### src/rtl/fast_frame_sequencer.sv
// Frame-level controller for the FAST detector: gates a valid/ready pixel source into
// the detector's free-running pixel port and queues flagged keypoints for the descriptor stage.
module fast_frame_sequencer #(
    parameter int WIDTH    = 640,
    parameter int HEIGHT   = 480,
    parameter int KP_DEPTH = 16,
    parameter int MAX_KP   = 500
) (
    input  logic        i_clk,
    input  logic        i_rst_n,
    input  logic        i_frame_req,
    output logic        o_busy,
    output logic        o_frame_done,
    output logic        o_frame_err,
    input  logic        i_pix_valid,
    input  logic [7:0]  i_pix_data,
    output logic        o_pix_ready,
    output logic        o_det_start,
    output logic [7:0]  o_det_pixel,
    input  logic        i_det_flag,
    input  logic [9:0]  i_det_x,
    input  logic [9:0]  i_det_y,
    input  logic [7:0]  i_det_score,
    input  logic        i_det_end,
    output logic        o_kp_valid,
    output logic [27:0] o_kp_data,
    input  logic        i_kp_ready,
    output logic [15:0] o_kp_count,
    output logic [15:0] o_kp_dropped
);

    localparam int NPIX = WIDTH * HEIGHT;
    localparam int PW   = $clog2(NPIX + 1);
    localparam int AW   = (KP_DEPTH > 1) ? $clog2(KP_DEPTH) : 1;

    localparam logic [PW-1:0] PIX_ONE   = PW'(1);
    localparam logic [PW-1:0] LAST_CNT  = PW'(NPIX - 1);
    localparam logic [AW:0]   DEPTH_OCC = (AW + 1)'(KP_DEPTH);
    localparam logic [AW-1:0] PTR_ONE   = AW'(1);
    localparam logic [AW:0]   OCC_ONE   = (AW + 1)'(1);
    localparam logic [15:0]   MAX_KP_C  = 16'(MAX_KP);

    typedef enum logic [2:0] {
        S_IDLE,
        S_ARM,
        S_STREAM,
        S_FLUSH,
        S_ABORT,
        S_DRAIN
    } state_t;

    state_t          state, state_nxt;
    logic [PW-1:0]   pix_cnt;
    logic [27:0]     fifo_mem [KP_DEPTH];
    logic [AW-1:0]   wr_ptr, rd_ptr;
    logic [AW:0]     occ;

    logic capture, flush, clear_cnt, load_cnt, inc_cnt;
    logic fifo_full, push, pop, drop;

    always_ff @(posedge i_clk) begin
        if (!i_rst_n) begin
            state   <= S_IDLE;
            pix_cnt <= '0;
        end else begin
            state <= state_nxt;
            if (load_cnt)
                pix_cnt <= PIX_ONE;
            else if (inc_cnt)
                pix_cnt <= pix_cnt + PIX_ONE;
        end
    end

    always_comb begin
        state_nxt    = state;
        o_pix_ready  = 1'b0;
        o_det_start  = 1'b0;
        o_det_pixel  = '0;
        o_frame_done = 1'b0;
        o_frame_err  = 1'b0;
        capture      = 1'b0;
        flush        = 1'b0;
        clear_cnt    = 1'b0;
        load_cnt     = 1'b0;
        inc_cnt      = 1'b0;
        case (state)
            S_IDLE: begin
                if (i_frame_req) begin
                    clear_cnt = 1'b1;
                    state_nxt = S_ARM;
                end
            end
            S_ARM: begin
                o_pix_ready = 1'b1;
                if (i_pix_valid) begin
                    o_det_start = 1'b1;
                    o_det_pixel = i_pix_data;
                    load_cnt    = 1'b1;
                    state_nxt   = S_STREAM;
                end
            end
            S_STREAM: begin
                o_pix_ready = 1'b1;
                capture     = 1'b1;
                if (i_pix_valid) begin
                    o_det_pixel = i_pix_data;
                    inc_cnt     = 1'b1;
                    if (pix_cnt == LAST_CNT)
                        state_nxt = S_FLUSH;
                end else begin
                    // detector cannot stall: an underflow kills the frame and its keypoints
                    flush     = 1'b1;
                    state_nxt = S_ABORT;
                end
            end
            S_FLUSH: begin
                capture = 1'b1;
                if (i_det_end)
                    state_nxt = S_DRAIN;
            end
            S_ABORT: begin
                if (i_det_end) begin
                    o_frame_err = 1'b1;
                    state_nxt   = S_IDLE;
                end
            end
            S_DRAIN: begin
                if (occ == '0) begin
                    o_frame_done = 1'b1;
                    state_nxt    = S_IDLE;
                end
            end
            default: state_nxt = S_IDLE;
        endcase
    end

    assign o_busy = (state != S_IDLE);

    // full uses registered occupancy, so a same-cycle pop never frees a slot for a push
    assign fifo_full  = (occ == DEPTH_OCC);
    assign push       = capture && i_det_flag && (o_kp_count < MAX_KP_C) && !fifo_full;
    assign drop       = capture && i_det_flag && !push;
    assign o_kp_valid = (occ != '0);
    assign pop        = o_kp_valid && i_kp_ready;
    assign o_kp_data  = fifo_mem[rd_ptr];

    always_ff @(posedge i_clk) begin
        if (push)
            fifo_mem[wr_ptr] <= {i_det_y, i_det_x, i_det_score};
    end

    always_ff @(posedge i_clk) begin
        if (!i_rst_n || flush) begin
            wr_ptr <= '0;
            rd_ptr <= '0;
            occ    <= '0;
        end else begin
            if (push)
                wr_ptr <= wr_ptr + PTR_ONE;
            if (pop)
                rd_ptr <= rd_ptr + PTR_ONE;
            case ({push, pop})
                2'b10:   occ <= occ + OCC_ONE;
                2'b01:   occ <= occ - OCC_ONE;
                default: occ <= occ;
            endcase
        end
    end

    always_ff @(posedge i_clk) begin
        if (!i_rst_n || clear_cnt) begin
            o_kp_count   <= '0;
            o_kp_dropped <= '0;
        end else begin
            if (push && o_kp_count != '1)
                o_kp_count <= o_kp_count + 16'd1;
            if (drop && o_kp_dropped != '1)
                o_kp_dropped <= o_kp_dropped + 16'd1;
        end
    end

endmodule

### config.mk
export PLATFORM = sky130hd
export DESIGN_NAME = fast_frame_sequencer
export DESIGN_NICKNAME = d
export VERILOG_FILES = /design/src/rtl/fast_frame_sequencer.sv
export SDC_FILE = /design/constraint.sdc
export NUM_CORES = 1
export LEC_CHECK = 0
export CORE_UTILIZATION = 33
export CTS_CLUSTER_SIZE = 24
export DETAILED_ROUTE_END_ITERATION = 10
export PLACE_DENSITY = 0.5
export SYNTH_ARGS = -nofsm -noshare
export SYNTH_HDL_FRONTEND = slang
export SYNTH_SLANG_ARGS = --single-unit
### constraint.sdc
create_clock -name i_clk -period 4.8 [get_ports i_clk]
set_input_delay 0.96 -clock i_clk [delete_from_list [all_inputs] [get_ports i_clk]]
set_output_delay 0.96 -clock i_clk [all_outputs]
set_load 0.02 [all_outputs]
* Yosys cells after proc, flatten, opt, wreduce, memory -nomap -nowiden
Memory sizes are Yosys's and may differ from the RTL's. A register that Yosys moved wholly into a read port is not among the register bits.
Cells that the tools add are included.
** Cells by class
- Add/subtract/negate cells :: 7
- Multipliers :: 0
- Divide/modulo/power cells :: 0
- Order comparisons :: 1
- Equal/unequal tests :: 17
- Shift-type cells :: 0
- Muxes and demuxes :: 30
- Bitwise gates (word level) :: 1
- Reduce and logical (&&, ||, !) cells :: 22
** Operator list (number)
- 16-bit by 1-bit adder with 16-bit output (second input constant) :: 2
- 16-bit inequality test (second input constant) :: 2
- 3-bit 2-to-1 mux :: 7
- 19-bit by 1-bit adder with 19-bit output (second input constant) :: 1
- 19-bit == test (second input constant) :: 1
- 3-bit case mux with 6 select lines :: 1
- 1-bit 2-to-1 mux :: 17
- 16-bit by 9-bit < comparator with 1-bit output (second input constant) :: 1
- 8-bit 2-to-1 mux :: 2
- 2-bit inequality test (second input constant) :: 5
- 5-bit case mux with 2 select lines :: 1
- 4-bit by 1-bit adder with 4-bit output (second input constant) :: 2
- 4-bit 2-to-1 mux :: 2
- 1-bit logical AND :: 7
- 3-bit by 2-bit == test with 1-bit output (second input constant) :: 2
- 3-bit == test (second input constant) :: 2
- 6-bit AND reduction :: 1
- 2-bit OR reduction :: 3
- 5-bit by 1-bit adder with 5-bit output (second input constant) :: 1
- 5-bit == test (second input constant) :: 1
- 5-bit logical NOT :: 1
- 5-bit nonzero test :: 1
- 5-bit by 1-bit subtractor with 5-bit output (second input constant) :: 1
- 2-bit nonzero test :: 2
- 9 further kinds :: 12
** Storage, ports and cells
- Bits in registers :: 67
- Latch bits :: 0
- Memory bits (writable) :: 448
- Bits in read-only memories :: 0
- Output and inout bits :: 74
- Logic and storage cells :: 87
- Memories :: 1
** Memories
- fifo_mem :: depth 16, bits a word 28, read ports 1, clocked after memory_dff 1, wr ports 1, RTL line 54 : logic [27:0] fifo_mem [KP_DEPTH];

* Longest topological paths before layout
Gate-level depths: netlist of run 1.
- Depth after elaboration :: 9
- Gate-level depth with buffers :: 13

* Worst setup path after synthesis of run 1
No wires, ideal clock.
- Path kind :: input port to flip-flop
- From :: in i_det_flag
- To :: mem fifo_mem[0][0] (enable)
- Setup time :: 0.448 ns
- Arrival time :: 3.825 ns
- Data required time :: 4.352 ns
- Setup slack :: 0.526 ns
- Cell stages on the path :: 6
- Buffers on the path :: 1
- Cells stage by stage :: and3b_1 > nand3_1 > nor2_2 > buf_2 > nand2_1 > nor3_1
** On the way
- Cells in the longest elaborated chain, start to end :: 5
** Ends and longest elaborated chain
- start, declared :: RTL line 20 : input logic i_det_flag,
- 1-bit logical AND (3 in a row) :: RTL line 141 : assign push = capture && i_det_flag && (o_kp_count < MAX_KP_C) && !fifo_full;
- 1-bit 2-to-1 mux :: RTL line 148 : if (push)
- 1-bit 2-to-1 mux (implied by the code) :: RTL line 149 : fifo_mem[wr_ptr] <= {i_det_y, i_det_x, i_det_score};
- end, declared :: RTL line 54
No other way between the ends.

==> results of run 1 <==
-- cell usage in the layout, fill, tap and decap left out, drive strengths merged, types with 9 or more instances in the layout --
cell type and instances:
edfxtp 448, mux4 140, clkdlybuf4s50 116, dfxtp 71
clkbuf 68, nor2 61, nand2 35, buf 30
clkinv 29, a21oi 24, nand3 20, xor2 20
xnor2 15, inv 15, and3 14, ha 12
nor3 12, nand4 11, o21ai 10, and2 9
o31ai 9, or4 9, nor4 9
-- tightest hold or removal path, cell delays in order (launching register included) --
cell and delay, ns:
sky130_fd_sc_hd__dfxtp_1 0.32, sky130_fd_sc_hd__nand2_1 0.05, sky130_fd_sc_hd__a21oi_1 0.06
-- final timing paths --
| check | startpoint | to | slack, ns | cells after the start |
|---|---|---|---|---|
| setup / recovery | flip-flop | o_kp_data[1] | 0.62 | 4 |
| hold / removal | pix_cnt[1] | pix_cnt[1] | 0.48 | 2 |
| setup reg to reg | o_kp_count[9] | occ[4] | 1.51 | 12 |
| hold reg to reg | pix_cnt[1] | pix_cnt[1] | 0.48 | 2 |
-- state kept, by name, summed over array words and instances (netlist names), named ones only --
register	cells
fifo_mem	448
pix_cnt	19
o_kp_count	16
o_kp_dropped	16
occ	5
rd_ptr	4
wr_ptr	4
state	3
-- cell type report --
type	count	area, sq um	area share (%)
flip-flops and latches	519	14900	61.0
multi-input cells	468	5360	22.0
repair buffers	146	1460	5.99
clock buffers	68	1430	5.84
well taps	782	978	4.01
clock inverters	32	231	0.949
inverters	14	52.6	0.215
-- metrics by stage --
step | util, % | instances | power (mW)
5_1_grt | 40.2 | 2029 | 10.7
4_1_cts | 40.2 | 2029 | 10.5
3_5_place_dp | 37.5 | 1929 | 6.56
3_3_place_gp | 37.5 | 1929 | 6.56
2_1_floorplan | - | 1051 | 6.07
6_report | 40.2 | 2029 | 10.3
-- where the power goes --
part	switching [mW]	leakage [nW]	internal [mW]	total, mW
Sequential	0.0605	4.60	4.95	5.01
Combinational	0.715	2.08	0.697	1.41
Clock	1.73	0.815	2.17	3.90
Total	2.51	7.50	7.82	10.3
-- cell families (layout without fill, tap and decap cells) --
kind of cell | count (synthesis) | in the layout
AOI/OAI and AO/OA | 69 | 69
xor gates and xnor gates | 35 | 35
adders and majority gates | 12 | 12
buffers and inverters | 64 | 260
DFF | 519 | 519
muxes | 144 | 144
and+or+nand+nor | 208 | 208
-- layer usage --
metal	routed length (um)	vias up	GRT usage [%]
li1	-	4602	-
met1	19400	5278	19.9
met2	21800	219	24.3
met3	2740	59	2.62
met4	796	0	3.61
met5	0	-	0
==> results.md, run 1 <==
* IO Count at 117
* Final Critical Period at 4.18 ns
* Post-synthesis average cell area at 19.4 sq um
* Worst hold-check path type: reg2reg
* Final clock skew at 0.0443 ns
* Max Cap Viol at 0
* Vias per std cell at around 5
* Worst Setup Slack, final at 0.620 ns
* Total CTS buffers at 55
* Ratio of final minimum period to clock period at around 87%
* Leak at 7.50 nW
* Most common cell in the synthesized netlist: sky130_fd_sc_hd__edfxtp_1
* Share of the yosys chip area belonging to registers at between 70% and 80%
* Drt total wl at roughly 45 mm
* Type of the worst setup path: reg2out
* Simple logic cell fraction of the synthesized area at 5.45%
* Layout overhead on the synthesized area at 19.6%
* Core area at 60700 sq um
* Register bit total from synthesis at 519
* Cell area after technology mapping at 20400 sq um
* Number of flops mapped to enable cells by yosys at 448
* Clock tree from TritonCTS: yes
* Run status: complete, no violations
* Die boundary width at 251 um
* DRC viols at 0
* Endpoint required time on the critical path at ~3.8 ns
* Max-slew violations at 0
* Number of DRC violations after detailed-routing iteration 0 at 645
* Die outline area at approximately 63000 sq um
* Worst Setup Start Kind: flip-flop
* Cell Rows at 90
* Proportion of netlist area held by the largest area contributor at 66.0%
* Initial antenna violation count at 0
* Headroom to the max-slew limit at 27.0%
* Largest family of logic cells by synthesized area: multiplexers
* Remaining global-route overflow at 0
* Slowest cell on crit path: sky130_fd_sc_hd__mux4_2
* Setup_tns at 0 ns
* Clock root buffer: sky130_fd_sc_hd__clkbuf_16
* Number of hold-repair buffers added at the cts stage at 0
* Xor/xnor share of the synthesized area at 1.50%
* Total setup violations reported at the end of the flow at 0
* Die Span Y at 251 um
* Max IR drop VDD at 0.336 mV
* Proportion of layout cells with a drive suffix above 1 at 22.5%
* Predominant post-synthesis flop cell: sky130_fd_sc_hd__edfxtp_1
* Number of fill cells in the layout at between 5000 and 6000
* Final net count at 1259
* Standard cell area after detailed placement at ~23000 sq um
* Number of distinct library cells after synthesis at 61
* Top post-synthesis cells by area: sky130_fd_sc_hd__edfxtp_1 66%, sky130_fd_sc_hd__mux4_2 15%, sky130_fd_sc_hd__dfxtp_1 7.0%
* Post-Layout Inst Area at 24400 sq um
* Vias post-DR at 10200
* Clock sinks at 519
* Most frequent CP cell: sky130_fd_sc_hd__mux4_2
* Crit path arrival time at 3.22 ns
* Largest net degree at the start of global routing at 83
* Max Root-Sink Buffers at 3
* Antenna diode instance count at 0
* Global router's overall resource usage at 14.6%
* Post_cts resized at 0
* Routability-driven placement congestion ratio at 0.722
* Cell type with the largest total area after synthesis: sky130_fd_sc_hd__edfxtp_1
* Later-pin clock latency in the skew report at approximately 0.62 ns
* 1st-pass router iterations at 5
* Starting density of the core at 33.6%
* Buffers inserted during post-CTS setup optimization at 0
* Worst slack on hold paths at 0.481 ns
* Number of standard cells after synthesis at between 1000 and 1500
* Number of buffer cells added on primary ports at roughly 120
* Maximum frequency from static timing analysis at between 200 and 250 MHz
* Yosys warning total at 0
* Worst Path Buf+Inv at 2
* CP max stage delay at 0.61 ns
* Number of global-route vias before repair at 11000
* Clock slew at the register clock pins of the worst setup and hold paths at 0.06 ns
* Fraction of the mapped netlist area in compound gates at 2.34%
* Net count after synthesis at approximately 1100
* Kind of end point of the critical path: output port
* CP Max Fanout at 82
* Detailed placer's ending HPWL at 25.5 mm
* Adder-cell share of the synthesized area at 0.736%
* Commonest cells in the synthesized netlist: 448 x sky130_fd_sc_hd__edfxtp_1, 140 x sky130_fd_sc_hd__mux4_2, 71 x sky130_fd_sc_hd__dfxtp_1
* Mux contribution to synthesized area at 15.7%
* # H-tree levels at 2
* RSZ-0062 raised after global routing: no
* Share of async-settable or async-resettable flops after synthesis at 0%
* Routed length per placed instance at 22.1 um
* Total power divided by cell area at 423 nW/um^2
* Critical-path cell list: buf_12 -> mux4_2 -> mux4_2 -> clkdlybuf4s50_1
* Kind of cell adding the most delay to the critical path: multiplexers
* Residual antenna-violating net count after detailed routing at 0
* First-pass GRT wire length at 68.9 mm
* Hold Vio Cnt, Final at 0
* Least-Margin Pin Slew at ~1.1 ns
* DP Worst Slack at between 0.8 and 0.9 ns
No activity file was read; power rests on OpenSTA's default activity.
==> inputs of run 2 (changes only) <==
CAP_MARGIN = 0   (was unset)
==> results of run 2 <==
The final DEF is identical to that of run 1; final timing and power are the same.
